==> config.mk <==
export PLATFORM = sky130hd
export DESIGN_NAME = instr_encoder
export DESIGN_NICKNAME = d
export VERILOG_FILES = /design/src/rtl/instr_encoder.sv
export SDC_FILE = /design/constraint.sdc
export NUM_CORES = 1
export LEC_CHECK = 0
export ABC_AREA = 1
export BUFFER_PORTS_ARGS = -buffer_cell sky130_fd_sc_hd__buf_2
export CORE_MARGIN = 4
export CORE_UTILIZATION = 48
export CTS_CLUSTER_SIZE = 40
export DETAILED_ROUTE_END_ITERATION = 12
export MAX_ROUTING_LAYER = met4
export PLACE_DENSITY_LB_ADDON = 0.1
export SKIP_LAST_GASP = 1
export SYNTH_ARGS = -nofsm -noshare
export SYNTH_HDL_FRONTEND = slang
export SYNTH_SLANG_ARGS = --single-unit
==> constraint.sdc <==
create_clock -name clk -period 1.4 [get_ports clk]
set_clock_uncertainty 0.15 [all_clocks]
set_input_delay 0.28 -clock clk [delete_from_list [all_inputs] [get_ports clk]]
set_output_delay 0.28 -clock clk [all_outputs]
set_load 0.05 [all_outputs]
==> src/rtl/instr_encoder.sv <==
// Assembles mnemonic/operand bundles into instr_width-bit words tagged with sequential program addresses.
// Latency 1 cycle; in_ready drops while an output word is held unaccepted, so accept+drain streams back-to-back.
module instr_encoder #(
    parameter int instr_width = 9,
    parameter int addr_width  = 8
) (
    input  logic                   clk,
    input  logic                   reset_n,
    input  logic                   start,
    input  logic                   in_valid,
    output logic                   in_ready,
    input  logic [4:0]             mnem,
    input  logic [3:0]             ra,
    input  logic [3:0]             rb,
    input  logic [3:0]             rc,
    input  logic [5:0]             imm,
    output logic                   out_valid,
    input  logic                   out_ready,
    output logic [instr_width-1:0] out_instr,
    output logic [addr_width-1:0]  out_addr,
    output logic                   err,
    output logic [1:0]             err_code,
    output logic                   finished
);

    typedef enum logic [1:0] {
        IDLE     = 2'd0,
        ACCEPT   = 2'd1,
        FINISHED = 2'd2,
        FAULT    = 2'd3
    } state_t;

    localparam logic [4:0] M_AND  = 5'd0;
    localparam logic [4:0] M_SLT  = 5'd1;
    localparam logic [4:0] M_OR   = 5'd2;
    localparam logic [4:0] M_BEQ  = 5'd3;
    localparam logic [4:0] M_LW   = 5'd4;
    localparam logic [4:0] M_SW   = 5'd5;
    localparam logic [4:0] M_INC  = 5'd6;
    localparam logic [4:0] M_NOT  = 5'd7;
    localparam logic [4:0] M_ADD  = 5'd8;
    localparam logic [4:0] M_ADDI = 5'd9;
    localparam logic [4:0] M_SUB  = 5'd10;
    localparam logic [4:0] M_TR   = 5'd11;
    localparam logic [4:0] M_JR   = 5'd12;
    localparam logic [4:0] M_SRL  = 5'd13;
    localparam logic [4:0] M_SRA  = 5'd14;
    localparam logic [4:0] M_SLL  = 5'd15;
    localparam logic [4:0] M_DONE = 5'd16;

    localparam logic [1:0] E_NONE  = 2'd0;
    localparam logic [1:0] E_MNEM  = 2'd1;
    localparam logic [1:0] E_RANGE = 2'd2;
    localparam logic [1:0] E_OVFL  = 2'd3;

    state_t              state_q, state_d;
    logic [addr_width:0] cnt_q;

    logic [8:0] enc;
    logic       mnem_ok, opnd_ok, is_done;
    logic       ra_0_3, ra_4_7, ra_8_11, rb_0_3, rb_8_11, rc_8_11, imm_0_3;
    logic       tr_ra_ok, tr_rb_ok;
    logic [2:0] tr_a, tr_b;
    logic [1:0] bad_code;
    logic       accept, load, fail, drain;

    // Range windows that are aligned groups of four only need the upper two bits.
    assign ra_0_3   = (ra[3:2] == 2'b00);
    assign ra_4_7   = (ra[3:2] == 2'b01);
    assign ra_8_11  = (ra[3:2] == 2'b10);
    assign rb_0_3   = (rb[3:2] == 2'b00);
    assign rb_8_11  = (rb[3:2] == 2'b10);
    assign rc_8_11  = (rc[3:2] == 2'b10);
    assign imm_0_3  = (imm[5:2] == 4'b0000);
    assign tr_ra_ok = (ra >= 4'd1) && (ra <= 4'd8);
    assign tr_rb_ok = (rb >= 4'd5) && (rb <= 4'd12);
    // Modulo-8 subtraction is exact across the TR windows (8-1 -> 7, 12-5 -> 7).
    assign tr_a     = ra[2:0] - 3'd1;
    assign tr_b     = rb[2:0] - 3'd5;

    always_comb begin
        enc     = 9'd0;
        mnem_ok = 1'b1;
        opnd_ok = 1'b1;
        is_done = 1'b0;
        case (mnem)
            M_AND: begin
                enc     = {3'b000, ra[1:0], rb[1:0], 2'b00};
                opnd_ok = ra_4_7 & rb_0_3;
            end
            M_SLT: begin
                enc     = {3'b000, ra[1:0], rb[1:0], 2'b01};
                opnd_ok = ra_4_7 & rb_0_3;
            end
            M_OR: begin
                enc     = {3'b000, ra[1:0], rb[1:0], 2'b10};
                opnd_ok = ra_4_7 & rb_0_3;
            end
            M_BEQ: begin
                enc     = {3'b000, ra[1:0], rb[1:0], 2'b11};
                opnd_ok = ra_0_3 & rb_8_11;
            end
            M_LW: begin
                enc     = {3'b001, ra[1:0], rb[1:0], 2'b00};
                opnd_ok = ra_4_7 & rb_0_3;
            end
            M_SW: begin
                enc     = {3'b001, ra[1:0], rb[1:0], 2'b01};
                opnd_ok = ra_4_7 & rb_0_3;
            end
            M_INC: enc = {3'b001, ra, 2'b10};
            M_NOT: enc = {3'b001, ra, 2'b11};
            M_ADD: begin
                enc     = {3'b010, ra[1:0], rb[1:0], rc[1:0]};
                opnd_ok = ra_4_7 & rb_0_3 & rc_8_11;
            end
            M_ADDI: begin
                enc     = {3'b011, ra[1:0], rb[1:0], imm[1:0]};
                opnd_ok = ra_8_11 & rb_0_3 & imm_0_3;
            end
            M_SUB: begin
                enc     = {3'b100, ra[1:0], rb[1:0], rc[1:0]};
                opnd_ok = ra_4_7 & rb_0_3 & rc_8_11;
            end
            M_TR: begin
                enc     = {3'b101, tr_a, tr_b};
                opnd_ok = tr_ra_ok & tr_rb_ok;
            end
            M_JR: enc = {3'b110, imm};
            M_SRL: begin
                enc     = {3'b111, ra[1:0], rb[1:0], 2'b00};
                opnd_ok = ra_4_7 & rb_0_3;
            end
            M_SRA: begin
                enc     = {3'b111, ra[1:0], rb[1:0], 2'b01};
                opnd_ok = ra_4_7 & rb_0_3;
            end
            M_SLL: begin
                enc     = {3'b111, ra[1:0], rb[1:0], 2'b10};
                opnd_ok = ra_4_7 & rb_0_3;
            end
            M_DONE: begin
                enc     = 9'b111000011;
                is_done = 1'b1;
            end
            default: mnem_ok = 1'b0;
        endcase
    end

    // Overflow outranks everything: once the program space is used up no bundle is legal.
    always_comb begin
        bad_code = E_NONE;
        if (cnt_q[addr_width])
            bad_code = E_OVFL;
        else if (!mnem_ok)
            bad_code = E_MNEM;
        else if (!opnd_ok)
            bad_code = E_RANGE;
    end

    assign in_ready = (state_q == ACCEPT) && (!out_valid || out_ready) && !start;
    assign accept   = in_valid && in_ready;
    assign load     = accept && (bad_code == E_NONE);
    assign fail     = accept && (bad_code != E_NONE);
    assign drain    = out_valid && out_ready;
    assign finished = (state_q == FINISHED);

    always_comb begin
        state_d = state_q;
        case (state_q)
            IDLE: begin
                if (start)
                    state_d = ACCEPT;
            end
            ACCEPT: begin
                if (start)
                    state_d = ACCEPT;
                else if (fail)
                    state_d = FAULT;
                else if (load && is_done)
                    state_d = FINISHED;
            end
            FINISHED, FAULT: begin
                if (start)
                    state_d = ACCEPT;
            end
            default: state_d = IDLE;
        endcase
    end

    always_ff @(posedge clk or negedge reset_n) begin
        if (!reset_n)
            state_q <= IDLE;
        else
            state_q <= state_d;
    end

    always_ff @(posedge clk or negedge reset_n) begin
        if (!reset_n) begin
            cnt_q     <= '0;
            out_valid <= 1'b0;
            out_instr <= '0;
            out_addr  <= '0;
            err       <= 1'b0;
            err_code  <= E_NONE;
        end else if (start) begin
            cnt_q     <= '0;
            out_valid <= 1'b0;
            err       <= 1'b0;
            err_code  <= E_NONE;
        end else begin
            if (load) begin
                out_valid <= 1'b1;
                out_instr <= instr_width'(enc);
                out_addr  <= cnt_q[addr_width-1:0];
                cnt_q     <= cnt_q + (addr_width+1)'(1);
            end else if (drain) begin
                out_valid <= 1'b0;
            end
            // Only the first error is recorded; it stays until start or reset.
            if (fail && !err) begin
                err      <= 1'b1;
                err_code <= bad_code;
            end
        end
    end

endmodule

# == Word-level counts from Yosys, hierarchy flattened ==
# Index checks and enable logic that the tools add are counted.
# totals
ff_bits,32
out_inout_bits,23
word_cells,97
# op_classes
add_sub_neg,3
n_lt_le_gt_ge,4
n_eq_ne,25
muxes,21
bitwise_logic,7
reduce_logical,30
# op_table
cell,n
$pmux 9 s17,1
$eq 5x4->1 const B,8
$eq 5x3->1 const B,4
$mux 2,9
$mux 9,2
$reduce_or 17->1,1
$eq 2x2->1 const B,5
$eq 5x2->1 const B,2
$logic_and 1x1->1,10
$add 9x1->9 const B,1
$le 4x4->1 const B,2
$logic_not 2->1,4
$reduce_or 8->1,1
$mux 1,7
$and 1x1->1,6
$reduce_bool 2->1,3
$eq 5x1->1 const B,1
$eq 5x5->1 const B,1
$logic_not 5->1,1
$pmux 1 s5,1
$eq 2x1->1 const B,2
$ge 4x1->1 const B,1
$ge 4x3->1 const B,1
$logic_not 4->1,1
other kinds (12),15

# == Depth between registers and ports, before layout ==
# depth
ltp_word,14
mapped_depth,15
ltp_nobuf,14

# == Least setup slack after synthesis ==
# Ideal clock, no wire load.
# synth_path
path_kind,register to register
start,register out_valid
end,register out_instr[2]
setup_time_ns,0.127
arrival_ns,2.083
required_ns,1.123
setup_slack_ns,-0.960
stages_incl_launch_ff,10
period_less_slack_ns,2.360
cell_sequence,dfrtp_1 > inv_1 > nor2_1 > nor2_1 > nand2_1 > inv_1 > nand3_4 > buf_4 > nand2_1 > o21ai_0
# synth_via
elab_chain_cells,7
# synth_rtl
item,line,source
start: declaration,17,"output logic out_valid,"
start signal: assignment,201,out_valid <= 1'b0;
start signal: assignment,208,out_valid <= 1'b0;
start signal: assignment,213,out_valid <= 1'b1;
$logic_not 1->1,161,assign in_ready = (state_q == ACCEPT) && (!out_valid || out_ready) && !start;
$logic_or 1x1->1,161,
$logic_and 1x1->1 (2 in series),161,
named net in_ready,11,"output logic in_ready,"
$logic_and 1x1->1,162,assign accept = in_valid && in_ready;
$logic_and 1x1->1,163,assign load = accept && (bad_code == E_NONE);
$reduce_and 2->1 (no line),-,
end signal: assignment,214,out_instr <= instr_width'(enc);
end: declaration,19,"output logic [instr_width-1:0] out_instr,"
# The timed path passes the listed nets, and every way through them passes these cells.
# A chain may end at the register's enable or synchronous reset.

# == Worst setup path after layout ==
# layout_path
start,input port ra[1]
end,register cnt_q[4]
# layout_via
elab_chain_cells,10
elab_cells_between_ends,11
classes_between,2 x order compare; 4 x mux; 1 x bitwise; 4 x reduce/logical
# layout_rtl
item,line,source
start: declaration,13,"input logic [3:0] ra,"
$ge 4x1->1 / $le 4x4->1 (equally long branches),75,assign tr_ra_ok = (ra >= 4'd1) && (ra <= 4'd8);
$logic_and 1x1->1 (*),75,
$and 1x1->1 (*),127,opnd_ok = tr_ra_ok & tr_rb_ok;
$pmux 1 s5 (*),86,case (mnem)
$mux 2 (*),157,else if (!opnd_ok)
$mux 2 (*),155,else if (!mnem_ok)
$mux 2 (*),153,if (cnt_q[addr_width])
$logic_not 2->1 (*),163,
$logic_and 1x1->1 (*),163,
$reduce_bool 2->1 (no line) (*),-,
end signal: assignment,216,cnt_q <= cnt_q + (addr_width+1)'(1);
end: declaration,57,logic [addr_width:0] cnt_q;
# Every way passes the cells marked *; elsewhere a longest branch is shown, timed or not.

==> results by group <==
Status
  – Status: finished with violations
  – Failing checks: negative setup slack

Power
  – Logic gate share of total power: 0.373
  – Worst vdd ir: 0.000819 V
  – Leak pwr: 1.84 nW
  – P_int: 1.96 mW
  – Net Sw Frac: 0.372
  – Seq pwr share: 0.348
  – Net switching power: 1.17 mW
  – Pwr/cell area: between 800 and 900 nW/um^2
  – Clock share of power: 0.278

Floorplanning
  – Die Span X: about 74 um
  – Die area: 5480 um^2
  – I/O pin count: 51
  – Core Area: 4120 um^2
  – Site row count: 23
  – Die height: 74.1 um
  – Starting Density: 0.509

Timing
  – Slew HR: 0.694
  – Final setup fails: 34
  – Final period util: 1.15
  – Worst slew pin tran: 0.458 ns
  – Final slew viol count: 0
  – RSZ-0062 raised after global routing: true
  – Final hold viol count: 0
  – Achievable Freq: 0.622 GHz
  – PnR worst setup slack: -0.208 ns
  – Tmin final: 1.61 ns
  – Hold slack: 0.148 ns

Worst setup path
  – Crit path DAT: 1.68 ns
  – Bufs and invs on worst path: 5
  – Max incr delay on CP: 0.15 ns
  – CP max-delay cell: ha_4
  – Crit start category: input port
  – Required @ worst endpoint: between 1 and 1.5 ns
  – CP Class: input port to flip-flop
  – Critical path capture point type: flip-flop
  – Top delay family on crit path: simple AND/OR/NAND/NOR gates
  – Crit path top cell by count: nand2_1
  – Worst Path Max Fanout: 7
  – Worst path cell trace: buf_8 -> inv_8 -> ha_4 -> inv_2 -> nand2_2 -> nor2_1 -> nor2_1 -> nand2_1 -> nand2_1 -> nor2_2 -> nand3_4 -> nand3_4 -> buf_12 -> buf_8 -> nand3_2 -> nand2_1

Worst hold path
  – Worst Hold Class: input port to flip-flop

Placed design
  – DP Cell Count: 450
  – Placer Congestion: 0.868
  – Port bufs: 50
  – Pre-CTS setup slack: -0.583 ns
  – HPWL Detailed: 4320 um
  – Post-DP Area: 2850 um^2

Drt
  – Pre-Repair DR Iteration Count: 4
  – Met1 wire length: approximately 2800 um
  – Routed vias/inst: roughly 5.3
  – Via count: 2481
  – Met2 wire len: between 3000 and 4000 um
  – Final antenna-violating net count: 0
  – Wirelength, routed: between 6000 and 7000 um
  – Top sig layer: met4
  – Routed wl met3: 421 um
  – Drt drc: 0
  – Initial DRC Count: 163
  – Drt wl/cell: 14.2 um

Layout
  – Fill cell count: 215
  – Flip-flop and latch area: around 800 um^2
  – Final core utilization: 0.864
  – Non-filler cells, final: 471
  – N_diodes: 0
  – Area of the multi-input gates: 1430 um^2
  – Nets@finish: between 400 and 500
  – Ratio of cells with drive above 1 in the final layout: 0.513
  – Area grow syn2layout: 69.8%
  – Final design area excluding fillers: 3560 um^2

Synth
  – Synth top area share: 0.382
  – Largest area contributor in the netlist: dfrtp_1
  – Syn. warnings: 0
  – #FFs+latches synth: 32
  – Post-synthesis cell type count: 31
  – Synth Area per Inst: ~7 um^2
  – Register area share after synthesis: 0.382
  – Syn_nets: 330
  – Syn Inst Count: 295
  – Most area-consuming cells after synthesis: dfrtp_1 (38%), nand2_1 (17%), nor2_1 (5.9%), nand3_1 (5.7%), inv_1 (4.8%)
  – Post-Syn Area: 2090 um^2

CTS
  – CTS Root Cell: clkbuf_8
  – Num CTS Buffers: 5
  – Clock Sinks: 32
  – H-tree depth: 2
  – Worst-skew pair later-pin latency: 0.29 ns
  – CTS tree: yes
  – Worst-path clk slew: roughly 0.06 ns
  – Max Root-Sink Buffers: 2

GRT
  – Via count of the first global-routing pass: 2327
  – Initial antenna violation count: 0
  – Pin count of the biggest net entering global routing: 33
  – GRT Residual Overflow: 0
  – Global-route usage over all layers: 0.256
  – Global-route wire length before repair: ~11000 um

Run
  – Max-Cap Viols: 0
cell type report:
cell class                      instances  share of cell area
Clock buffer                            6              0.0204
Tap cell                               50              0.0176
Sequential cell                        32               0.225
Multi-Input combinational cell        222               0.403
Inverter                               34              0.0471
Timing Repair Buffer                  125               0.276
Clock inverter                          2             0.00985
power by group through the flow:
stage	Clock [mW]	Combinational [mW]	Sequential [mW]
after floorplan	0	0.297	1.42
after global placement	0	0.955	1.09
after detailed placement	0	0.965	1.10
after CTS	0.875	1.09	1.08
after global routing	0.915	1.24	1.10
final	0.871	1.17	1.09
worst paths after layout:
path / startpoint / endpoint / cells past startpoint / slack (ns)
hold / removal: out_ready / out_valid / 4 / 0.15
setup / recovery: ra[1] / cnt_q[4] / 16 / -0.21
max in group asynchronous: reset_n / out_valid / 3 / 0.38
hold reg to reg: out_addr[6] / out_addr[6] / 2 / 0.33
setup reg to reg: cnt_q[0] / cnt_q[8] / 9 / -0.20
min in group asynchronous: reset_n / out_addr[0] / 3 / 0.39
Yosys cell counts:
| library cell | number |
|---|---|
| a221oi_1 | 1 |
| nor2_1 | 33 |
| xnor2_1 | 4 |
| a21boi_0 | 3 |
| dfrtp_1 | 32 |
| a21oi_1 | 5 |
| nand2_1 | 94 |
| nor3_2 | 1 |
| nor4_1 | 1 |
| xor2_1 | 4 |
| buf_4 | 4 |
| o2111ai_1 | 2 |
| ha_1 | 7 |
| nand3_1 | 24 |
| o22ai_1 | 4 |
| nor2_4 | 1 |
| inv_1 | 27 |
| clkbuf_1 | 2 |
| nand3_4 | 1 |
| o21ai_0 | 10 |
| o21ai_1 | 7 |
| nand3_2 | 3 |
| o211ai_1 | 1 |
| nor2_2 | 2 |
| nor3_1 | 7 |
| buf_6 | 1 |
| nand4_1 | 4 |
| nand2_2 | 1 |
| o211a_1 | 1 |
| a211oi_1 | 1 |
| inv_2 | 7 |
tightest hold or removal path, stage by stage:
cell     delay, ns
buf_2         0.08
nor2_2        0.05
nand2_1       0.09
nand2_4       0.05
layer usage:
layer,vias up,global-route usage
met4,0,0.0684
met5,-,-
li1,1209,-
met3,20,0.0392
met2,94,0.414
met1,1158,0.333
sequential cells by signal, summed over array words and instances (netlist names):
register,cells
cnt_q,9
err_code,2
out_addr,8
out_valid,1
out_instr,9
err,1
state_q,2
kinds of logic (layout without fill, tap and decap cells):
group | Yosys count | count (layout) | synth area share
DFF | 32 | 32 | 0.382
buffers and inverters | 41 | 167 | 0.0842
AOI/OAI and AO/OA | 35 | 35 | 0.0998
and+or+nand+nor | 172 | 172 | 0.358
adders and majority gates | 7 | 7 | 0.0418
xor gates and xnor gates | 8 | 8 | 0.0334
cells in the final DEF (no fill, tap or decap), types with 3 or more instances in the layout:
cell type  count
xor2_1         4
o22ai_1        4
nor3_1         4
nand2_1       69
o21ai_0        5
nor2_2         7
nand4_1        4
xnor2_1        4
nand3_1       17
nand2_2       21
inv_4          4
a21oi_1        4
nand3_2        9
a21boi_0       3
o21ai_1        9
nand2_4        4
clkbuf_8       5
o21ai_2        3
nor2_1        22
inv_2          9
buf_2         39
inv_6          3
inv_1         16
buf_8          6
buf_4         66
nor2_4         7
buf_6          8
ha_4           6
dfrtp_1       31
through the flow:
step	total power [mW]	TNS [ns]
after floorplan	1.72	-10.66
after global placement	2.05	-15.20
after detailed placement	2.06	-17.31
after CTS	3.05	-4.79
after global routing	3.26	-8.53
final	3.13	-5.67
repair_timing:
action	in CTS	in global routing
setup buffers	6	4
endpoints found under the setup margin	34	35
gates cloned	2	0
hold buffers	1	0
hold endpoints to repair	32	0
resized for setup	87	48
pin swaps	24	19
Note: power is estimated with default switching activity, not from simulation.
